--- src/rtl/l1_seq_pkg.sv ---
// Shared constants and FSM state type for the layer-1 apical gain sequencer.
// Weights and gain bounds are Q4.14 integers (16384 == 1.0).
package l1_seq_pkg;

   localparam int K_M       = 2458;   // 0.15
   localparam int K_FB1     = 4915;   // 0.30
   localparam int K_FB2     = 3277;   // 0.20
   localparam int GAIN_ONE  = 16384;
   localparam int GAIN_MIN  = 8192;
   localparam int GAIN_MAX  = 24576;
   localparam int SST_SHIFT = 7;

   typedef enum logic [2:0] {
      IDLE,
      ACC,
      CLAMP,
      WB,
      DONE
   } seq_state_e;

endpackage

--- src/rtl/l1_gain_mac.sv ---
// Combinational weighted-term accumulate and saturation shared by all columns.
// Term 0/1/2 selects the matrix / adjacent / distant feedback weight.
module l1_gain_mac
   import l1_seq_pkg::*;
#(
   parameter int WIDTH = 18,
   parameter int FRAC  = 14,
   parameter int AW    = WIDTH + 4
) (
   input  logic [1:0]              term,
   input  logic signed [WIDTH-1:0] sample,
   input  logic signed [AW-1:0]    acc,
   output logic signed [AW-1:0]    acc_sum,
   output logic signed [AW-1:0]    acc_sat
);

   logic signed [WIDTH-1:0]   coef;
   logic signed [2*WIDTH-1:0] prod;

   always_comb begin
      coef = WIDTH'(K_FB2);
      case (term)
         2'd0:    coef = WIDTH'(K_M);
         2'd1:    coef = WIDTH'(K_FB1);
         default: coef = WIDTH'(K_FB2);
      endcase
   end

   assign prod = coef * sample;

   // Floor shift of the full-width product; the accumulator is wide enough
   // that three weighted terms on top of 1.0 can never wrap.
   assign acc_sum = AW'(acc + (prod >>> FRAC));

   assign acc_sat = (acc < AW'(GAIN_MIN)) ? AW'(GAIN_MIN) :
                    (acc > AW'(GAIN_MAX)) ? AW'(GAIN_MAX) : acc;

endmodule

--- src/rtl/layer1_gain_sequencer.sv ---
// Time-multiplexed apical gain sequencer: one MAC datapath swept over N_COL columns.
// Optional L1SEQ_SST_SMOOTH_EN makes write-back a slow IIR toward the clamped value.
module layer1_gain_sequencer
   import l1_seq_pkg::*;
#(
   parameter int WIDTH = 18,
   parameter int FRAC  = 14,
   parameter int N_COL = 4
) (
   input  logic                     clk,
   input  logic                     rst,
   input  logic                     clk_en,
   input  logic [N_COL*WIDTH-1:0]   matrix_in,
   input  logic [N_COL*WIDTH-1:0]   fb1_in,
   input  logic [N_COL*WIDTH-1:0]   fb2_in,
   output logic [N_COL*WIDTH-1:0]   apical_gain,
   output logic                     busy,
   output logic                     sweep_done,
   output logic                     overrun
);

   localparam int AW = WIDTH + 4;
   localparam int CW = (N_COL > 1) ? $clog2(N_COL) : 1;

   seq_state_e                    state;
   logic [CW-1:0]                 col;
   logic [1:0]                    term;
   logic signed [AW-1:0]          acc;
   logic [N_COL-1:0][WIDTH-1:0]   sh_m, sh_f1, sh_f2, gain;

   logic signed [WIDTH-1:0]       sample;
   logic signed [AW-1:0]          acc_sum, acc_sat;
   logic [WIDTH-1:0]              wb_val;

   always_comb begin
      sample = sh_m[col];
      case (term)
         2'd1:    sample = sh_f1[col];
         2'd2:    sample = sh_f2[col];
         default: sample = sh_m[col];
      endcase
   end

   l1_gain_mac #(.WIDTH(WIDTH), .FRAC(FRAC), .AW(AW)) u_mac (
      .term    (term),
      .sample  (sample),
      .acc     (acc),
      .acc_sum (acc_sum),
      .acc_sat (acc_sat)
   );

`ifdef L1SEQ_SST_SMOOTH_EN
   logic signed [AW-1:0] gain_cur, gain_diff;
   assign gain_cur  = AW'(signed'(gain[col]));
   assign gain_diff = acc - gain_cur;
   assign wb_val    = WIDTH'(gain_cur + (gain_diff >>> SST_SHIFT));
`else
   assign wb_val    = acc[WIDTH-1:0];
`endif

   assign apical_gain = gain;

   always_ff @(posedge clk or posedge rst) begin
      if (rst) begin
         state      <= IDLE;
         col        <= '0;
         term       <= '0;
         acc        <= AW'(GAIN_ONE);
         gain       <= {N_COL{WIDTH'(GAIN_ONE)}};
         sh_m       <= '0;
         sh_f1      <= '0;
         sh_f2      <= '0;
         busy       <= 1'b0;
         sweep_done <= 1'b0;
         overrun    <= 1'b0;
      end else begin
         sweep_done <= 1'b0;
         // Any tick outside IDLE, including the DONE cycle, is dropped and flagged.
         if (clk_en && state != IDLE)
            overrun <= 1'b1;
         case (state)
            IDLE: begin
               if (clk_en) begin
                  sh_m  <= matrix_in;
                  sh_f1 <= fb1_in;
                  sh_f2 <= fb2_in;
                  col   <= '0;
                  term  <= '0;
                  acc   <= AW'(GAIN_ONE);
                  busy  <= 1'b1;
                  state <= ACC;
               end
            end
            ACC: begin
               acc <= acc_sum;
               if (term == 2'd2) begin
                  term  <= '0;
                  state <= CLAMP;
               end else begin
                  term  <= term + 2'd1;
               end
            end
            CLAMP: begin
               acc   <= acc_sat;
               state <= WB;
            end
            WB: begin
               gain[col] <= wb_val;
               if (col != CW'(N_COL - 1)) begin
                  col   <= col + CW'(1);
                  acc   <= AW'(GAIN_ONE);
                  state <= ACC;
               end else begin
                  sweep_done <= 1'b1;
                  state      <= DONE;
               end
            end
            DONE: begin
               busy  <= 1'b0;
               state <= IDLE;
            end
            default: begin
               busy  <= 1'b0;
               state <= IDLE;
            end
         endcase
      end
   end

endmodule

--- config.mk ---
export PLATFORM = sky130hd
export DESIGN_NAME = layer1_gain_sequencer
export DESIGN_NICKNAME = d
export VERILOG_FILES = /design/src/rtl/l1_seq_pkg.sv /design/src/rtl/l1_gain_mac.sv /design/src/rtl/layer1_gain_sequencer.sv
export SDC_FILE = /design/constraint.sdc
export NUM_CORES = 1
export LEC_CHECK = 0
export ABC_AREA = 1
export ABC_CLOCK_PERIOD_IN_PS = 19650
export CAP_MARGIN = 20
export CELL_PAD_IN_SITES_DETAIL_PLACEMENT = 0
export CELL_PAD_IN_SITES_GLOBAL_PLACEMENT = 1
export CORE_UTILIZATION = 46
export CTS_CLUSTER_DIAMETER = 100
export DETAILED_ROUTE_END_ITERATION = 10
export HOLD_SLACK_MARGIN = 0.1
export PLACE_DENSITY_LB_ADDON = 0.1
export SLEW_MARGIN = 20
export SYNTH_ARGS = -nofsm -noshare
export SYNTH_HDL_FRONTEND = slang
export SYNTH_HIERARCHICAL = 1
export SYNTH_SLANG_ARGS = --single-unit
--- constraint.sdc ---
create_clock -name clk -period 19.65 [get_ports clk]
set_input_delay 2.9475 -clock clk [delete_from_list [all_inputs] [get_ports clk]]
set_output_delay 2.9475 -clock clk [all_outputs]
set_load 0.01 [all_outputs]
# Word-level counts from Yosys, hierarchy flattened

Index checks and enable logic that the tools add are counted.

Bits in writable memories: 0
Output and inout port bits: 75
Latch bits: 0
Input bits: 219
Memories: 0
Flip-flop bits (word level): 320
Memory bits (read-only): 0
Word-level logic and storage cells: 86

$lt $le $gt $ge: 4
Reductions and logical operators: 15
Multiply operators: 1
Bitwise gates (word level): 1
Add/subtract/negate cells: 3
Shifts and indexed selects: 0
Equality and inequality tests: 10
Mux-type cells: 29
Div/mod/pow operators: 0

Operators by type and width:

| kind                                                                   | count |
|---|---|
| 18-bit binary-select mux with 2-bit select                             | 3 |
| 22-bit 2-to-1 mux                                                      | 4 |
| 22-bit case mux with 4 select lines                                    | 1 |
| 72-bit bitwise mux                                                     | 1 |
| 18-bit 2-to-1 mux                                                      | 4 |
| 18-bit demux with 2-bit select                                         | 1 |
| 18-bit case mux with 2 select lines                                    | 1 |
| 14-bit by 18-bit multiplier with 32-bit output                         | 1 |
| 13-bit case mux with 2 select lines                                    | 1 |
| 22-bit by 18-bit adder with 22-bit output                              | 1 |
| 22-bit by 16-bit > comparator with 1-bit output, second input constant | 1 |
| 22-bit by 15-bit < comparator with 1-bit output, second input constant | 1 |
| 3-bit case mux with 4 select lines                                     | 1 |
| 3-bit 2-to-1 mux                                                       | 3 |
| 2-bit inequality test, second input constant                           | 4 |
| 2-bit case mux with 2 select lines                                     | 2 |
| 2-bit AND reduction                                                    | 4 |
| 3-bit by 2-bit == test with 1-bit output, second input constant        | 2 |
| 2-bit 2-to-1 mux                                                       | 3 |
| 2-bit by 1-bit adder with 2-bit output, second input constant          | 2 |
| 4-bit AND reduction                                                    | 1 |
| 2-bit nonzero test                                                     | 2 |
| 4-bit nonzero test                                                     | 1 |
| 3-bit by 1-bit == test with 1-bit output, second input constant        | 1 |
| 14 further kinds                                                       | 17 |

# Depth between registers and ports, before layout

Word-level depth: 6
Mapped depth: 46

# Hierarchy

The synthesis kept the hierarchy.

Modules (own cells, without submodules):

| module                | area each (sq um) | cells each | instances |
|---|---|---|---|
| layer1_gain_sequencer | 14571.5           | 1821       | 1 |
| l1_gain_mac           | 9938.3            | 1284       | 1 |

# Worst setup path before layout

OpenSTA, ideal clock, no wires.

Kind: reg-to-reg
Start point: register term[0]
End point: register acc[14]
Path buffers: 2
Clock period less this slack: 7.946 ns
Arrival: 7.885 ns
Library setup time: 0.061 ns
Cell stages (with the launch flop): 37
Setup slack: 11.704 ns
Path through: dfrtp_1 > inv_1 > ha_1 > buf_2 > clkinv_1 > clkbuf_1 > nand2_1 > nand2_1 > inv_1 > nor2_1 > inv_1 > fa_1 > fa_1 > inv_1 > fa_1 > fa_1 > fa_1 > inv_1 > fa_1 > inv_1 > ha_1 > a21o_1 > a21oi_1 > a21boi_0 > nand2_2 > xor2_1 > ha_1 > fa_1 > nand3_1 > nand2_1 > a21oi_2 > o21ai_1 > a21oi_1 > xnor2_1 > nand2_1 > nand3_1 > and2_1

Word-level cells in the longest chain between the ends: 5
Elaborated cells between the ends (all ways): 8
Those cells by class: 1 x add/sub; 1 x mul; 2 x eq/ne; 3 x mux; 1 x reduce/logical

RTL lines:

| what                                                                      | RTL line                     | source |
|---|---|---|
| start: declaration                                                        | layer1_gain_sequencer.sv:27  | `logic [1:0] term;` |
| start signal: assignment                                                  | layer1_gain_sequencer.sv:100 | `term <= term + 2'd1;` |
| 2-bit == test or 2-bit by 1-bit == test with 1-bit output (tied branches) | layer1_gain_sequencer.sv:37  | `case (term)` |
| 18-bit case mux with 2 select lines (*)                                   | layer1_gain_sequencer.sv:37  |  |
| named net sample[5]                                                       | layer1_gain_sequencer.sv:31  | `logic signed [WIDTH-1:0] sample;` |
| 14-bit by 18-bit multiplier with 32-bit output (*)                        | l1_gain_mac.sv:29            | `assign prod = coef * sample;` |
| 22-bit by 18-bit adder with 22-bit output (*)                             | l1_gain_mac.sv:33            | `assign acc_sum = AW'(acc + (prod >>> FRAC));` |
| named net acc_sum[14]                                                     | layer1_gain_sequencer.sv:32  | `logic signed [AW-1:0] acc_sum, acc_sat;` |
| 22-bit case mux with 4 select lines (*)                                   | layer1_gain_sequencer.sv:81  | `case (state)` |
| end signal: assignment                                                    | layer1_gain_sequencer.sv:89  | `acc <= AW'(GAIN_ONE);` |
| end signal: assignment                                                    | layer1_gain_sequencer.sv:95  | `acc <= acc_sum;` |
| end signal: assignment                                                    | layer1_gain_sequencer.sv:104 | `acc <= acc_sat;` |
| end: declaration                                                          | layer1_gain_sequencer.sv:28  | `logic signed [AW-1:0] acc;` |

The timed path passes the listed nets; every way through them passes the cells marked *.
A chain may end at the register's enable or synchronous reset.

# Worst setup path after layout

Start point: register col[0]
End point: register acc[16]

Word-level cells in the longest chain between the ends: 6
Elaborated cells between the ends (all ways): 13
Those cells by class: 1 x add/sub; 1 x mul; 2 x eq/ne; 8 x mux; 1 x reduce/logical

RTL lines:

| what                                                                 | RTL line                                                                              | source |
|---|---|---|
| start: declaration                                                   | layer1_gain_sequencer.sv:26                                                           | `logic [CW-1:0] col;` |
| start signal: assignment                                             | layer1_gain_sequencer.sv:110                                                          | `col <= col + CW'(1);` |
| 18-bit binary-select mux with 2-bit select, on equally long branches | layer1_gain_sequencer.sv:40, layer1_gain_sequencer.sv:39, layer1_gain_sequencer.sv:38 |  |
| 18-bit 2-to-1 mux, on equally long branches                          | layer1_gain_sequencer.sv:40, layer1_gain_sequencer.sv:39, layer1_gain_sequencer.sv:38 |  |
| 18-bit case mux with 2 select lines (*)                              | layer1_gain_sequencer.sv:37                                                           |  |
| named net sample[5]                                                  | layer1_gain_sequencer.sv:31                                                           |  |
| 14-bit by 18-bit multiplier with 32-bit output (*)                   | l1_gain_mac.sv:29                                                                     |  |
| 22-bit by 18-bit adder with 22-bit output (*)                        | l1_gain_mac.sv:33                                                                     |  |
| named net acc_sum[16]                                                | layer1_gain_sequencer.sv:32                                                           |  |
| 22-bit case mux with 4 select lines (*)                              | layer1_gain_sequencer.sv:81                                                           |  |

The timed path passes the listed nets; every way through them passes the cells marked *. The select of a mux whose other input is x is not followed.

==> flow_metrics.tcl <==
set metrics [dict create \
    min_period_over_period_pct 51.5 \
    synth_area_leaders "dfrtp_1 32%, fa_1 17%, nand2_1 16%" \
    drtAntennaViolNets 0 \
    drc_errors 0 \
    syn_area_um2 24500 \
    drt-total-wl_mm 75.1 \
    clk_latency_ns 0.55 \
    async_flop_share_pct 100 \
    drtPass1Iterations 5 \
    finalMaxSlewViolations 0 \
    drt-initial-drc-count 1513 \
    cts_max_level 2 \
    n_fill_cell 5076 \
    yosysTopAreaCellShare_pct 32.2 \
    avgSynthCellArea_um2 7.89 \
    rows 84 \
    hold_viol 0 \
    ys_seq_area_share_pct 32.7 \
    critPathMaxFanout 51 \
    worst-path-stages 38 \
    cp-end-kind "register" \
    numCtsBuffers 38 \
    cts-hold-fix-buffers 0 \
    dp.cells 3983 \
    startpoint "col[0]" \
    tightest_slew_ns 1.00 \
    grt_max_degree 116 \
    core_area_um2 52600 \
    start_util_pct 46.6 \
    final_layout_size_suffix_gt1_share_pct 4.35 \
    yosys.cell_types.count 51 \
    yosys.area.top_type "dfrtp_1" \
    maxCapViolCount 0 \
    antenna_found_initial 0 \
    cp_slowest_cell "dfrtp_4" \
    fin_worst_skew_ns 0.0262 \
    relSlewSlack_pct 33.1 \
    place_congestion 0.926 \
    required_ns 20.14 \
    die_w_um 233 \
    clock-root-buffer "clkbuf_16" \
    min_period_ns 10.12 \
    post_drt_wl_per_cell_um 18.6 \
    synth_edf_count 0 \
    slowest_delay_ns 0.60 \
    critPathKind "reg2reg" \
    path_delay_family "adder cells" \
    worstPathArrival_ns 10.61 \
    finalSetupTns_ns 0 \
    clk_pin_slew_ns 0.06 \
    cts_resized 0 \
    io_pins 294 \
    vias 20534 \
    clk_path_buf_depth 3 \
    fmax_ghz 0.0988 \
    die_area_um2 54200 \
    synth_warnings 6 \
    grt_pass1_wl_mm 119 \
    grt_overflow_total 0 \
    layout.nets 3877 \
    final_core_util_pct 55.0 \
    portBuffers 293 \
    die_h_um 233 \
    crit_path_end "acc[16]" \
    vias_per_cell 5.07 \
    status "finished, final reports clean" \
    synth-seq-cells 320 \
    reg2reg_to "acc[16]" \
    synth_ff_type "dfrtp_1" \
    hold_path.class "reg2reg" \
    postCtsSetupBuffers 0 \
    syn_to_final_growth_pct 17.9 \
    layout.cells.non_filler 4048 \
    synth_cells 3105 \
    setup_viol 0 \
    crit_path_start_kind "register" \
    rr_startpoint "col[0]" \
    reg2reg_depth 38 \
    cts_tree "done" \
    grt_pass1_vias 20981 \
    cts.sinks 320 \
    diodes 0 \
    rsz0062_at_grt "no" \
    path_buf_inv 9 \
    grt_use_total_pct 28.7 \
    reg2reg_slack_ns 9.53 \
    hpwl_mm 58.9 \
]
## cells in the final DEF (no fill, tap or decap), types with 12 or more instances in the layout
cell type           n
nand2_1          1065
inv_1             510
dfrtp_1           313
clkdlybuf4s50_1   293
o21ai_0           222
fa_1              213
nand3_1           154
nor2_1            149
ha_1              110
a21oi_1            48
clkbuf_16          38
xor2_1             26
o22ai_1            19
buf_4              15
nand2_2            13
inv_2              12
## registers in the layout (all words and copies together) (netlist names)
name and flops:
busy 1, col 2, sh_m 72, acc 22, sh_f2 72, term 2, state 3, apical_gain 72
overrun 1, sweep_done 1, sh_f1 72
## metrics by stage
stage               instance area (um^2)  hold WS, ns  setup slack (ns)
global route                       28900        0.476              8.91
floorplan                          24500        0.437              7.85
global placement                   27600        0.448              9.59
CTS                                28900        0.467              9.58
finish                             28900        0.466              9.53
detailed placement                 27600        0.454              9.59
## how the worst min path moves through the flow
| stage | startpoint | slack (ns) | to | depth (start not counted) |
|---|---|---|---|---|
| 4_1_cts | sh_m[7] | 0.47 | sh_m[7] | 2 |
| 3_5_place_dp | sh_m[11] | 0.45 | sh_m[11] | 2 |
| 5_1_grt | sh_m[14] | 0.48 | sh_m[14] | 2 |
| 2_1_floorplan | sh_m[0] | 0.44 | sh_m[0] | 2 |
| 3_3_place_gp | sh_m[44] | 0.45 | sh_m[44] | 2 |
| 6_report | sh_m[13] | 0.47 | sh_m[13] | 2 |
## synth_stat cells (2+ instances only)
cell type	n
a31o_2	2
buf_4	13
o21ai_1	10
and2_1	2
nand3_2	3
xnor2_1	10
nor2_4	9
a31oi_1	6
buf_1	6
o21ai_2	2
fa_1	213
inv_1	512
inv_2	12
nand3b_1	2
o22ai_1	19
nor2_1	149
nand3_1	154
o21a_1	2
a21oi_1	48
a211oi_1	2
nor2_2	4
clkbuf_8	2
nor3_1	10
a21boi_0	2
nand4_1	9
nand2_2	13
o21ai_0	222
o211ai_1	3
buf_2	36
clkbuf_1	28
a21o_1	10
buf_6	40
a21oi_4	2
nand2_4	3
nand2_1	1065
a21oi_2	6
dfrtp_1	315
dfstp_2	5
ha_1	110
xor2_1	26
nor4_1	7
clkinv_1	2
## metal layers
| layer | routed length, um | GRT usage [%] |
|---|---|---|
| met1 | 35400 | 41.3 |
| met2 | 33300 | 44.4 |
| met3 | 4180 | 4.44 |
| met4 | 2140 | 8.68 |
| met5 | 0 | 0 |
## worst register-to-register path: cells and delay by family, from the launching register on
kind                       cells  cell delay, ns
adders and majority gates      9            4.20
and+or+nand+nor               13            2.06
buffers and inverters          9            1.70
AOI/OAI and AO/OA              5            1.02
DFF                            1            0.60
xor gates and xnor gates       2            0.44
## kinds of logic (layout without fill, tap and decap cells)
family,Yosys count,in the layout,share of synthesized area (%)
fa+ha+maj,323,323,23.0
flops,320,320,32.7
xor+xnor,36,36,1.29
simple gates,1435,1435,23.8
compound gates,339,339,7.54
other cells,1,7,0.0153
buf+inv,651,900,11.7
## cell type report
class | count | area (um^2) | share of cell area (%)
multi-input combinational | 2140 | 13700 | 47.3
sequential | 320 | 8020 | 27.7
timing repair buffer | 309 | 3060 | 10.6
inverter | 526 | 1980 | 6.86
clock buffer | 51 | 1090 | 3.77
tap | 688 | 861 | 2.98
clock inverter | 14 | 230 | 0.797
Power is not shown: default switching activity piles up to over one toggle a cycle in this logic, so the estimate is an artifact.
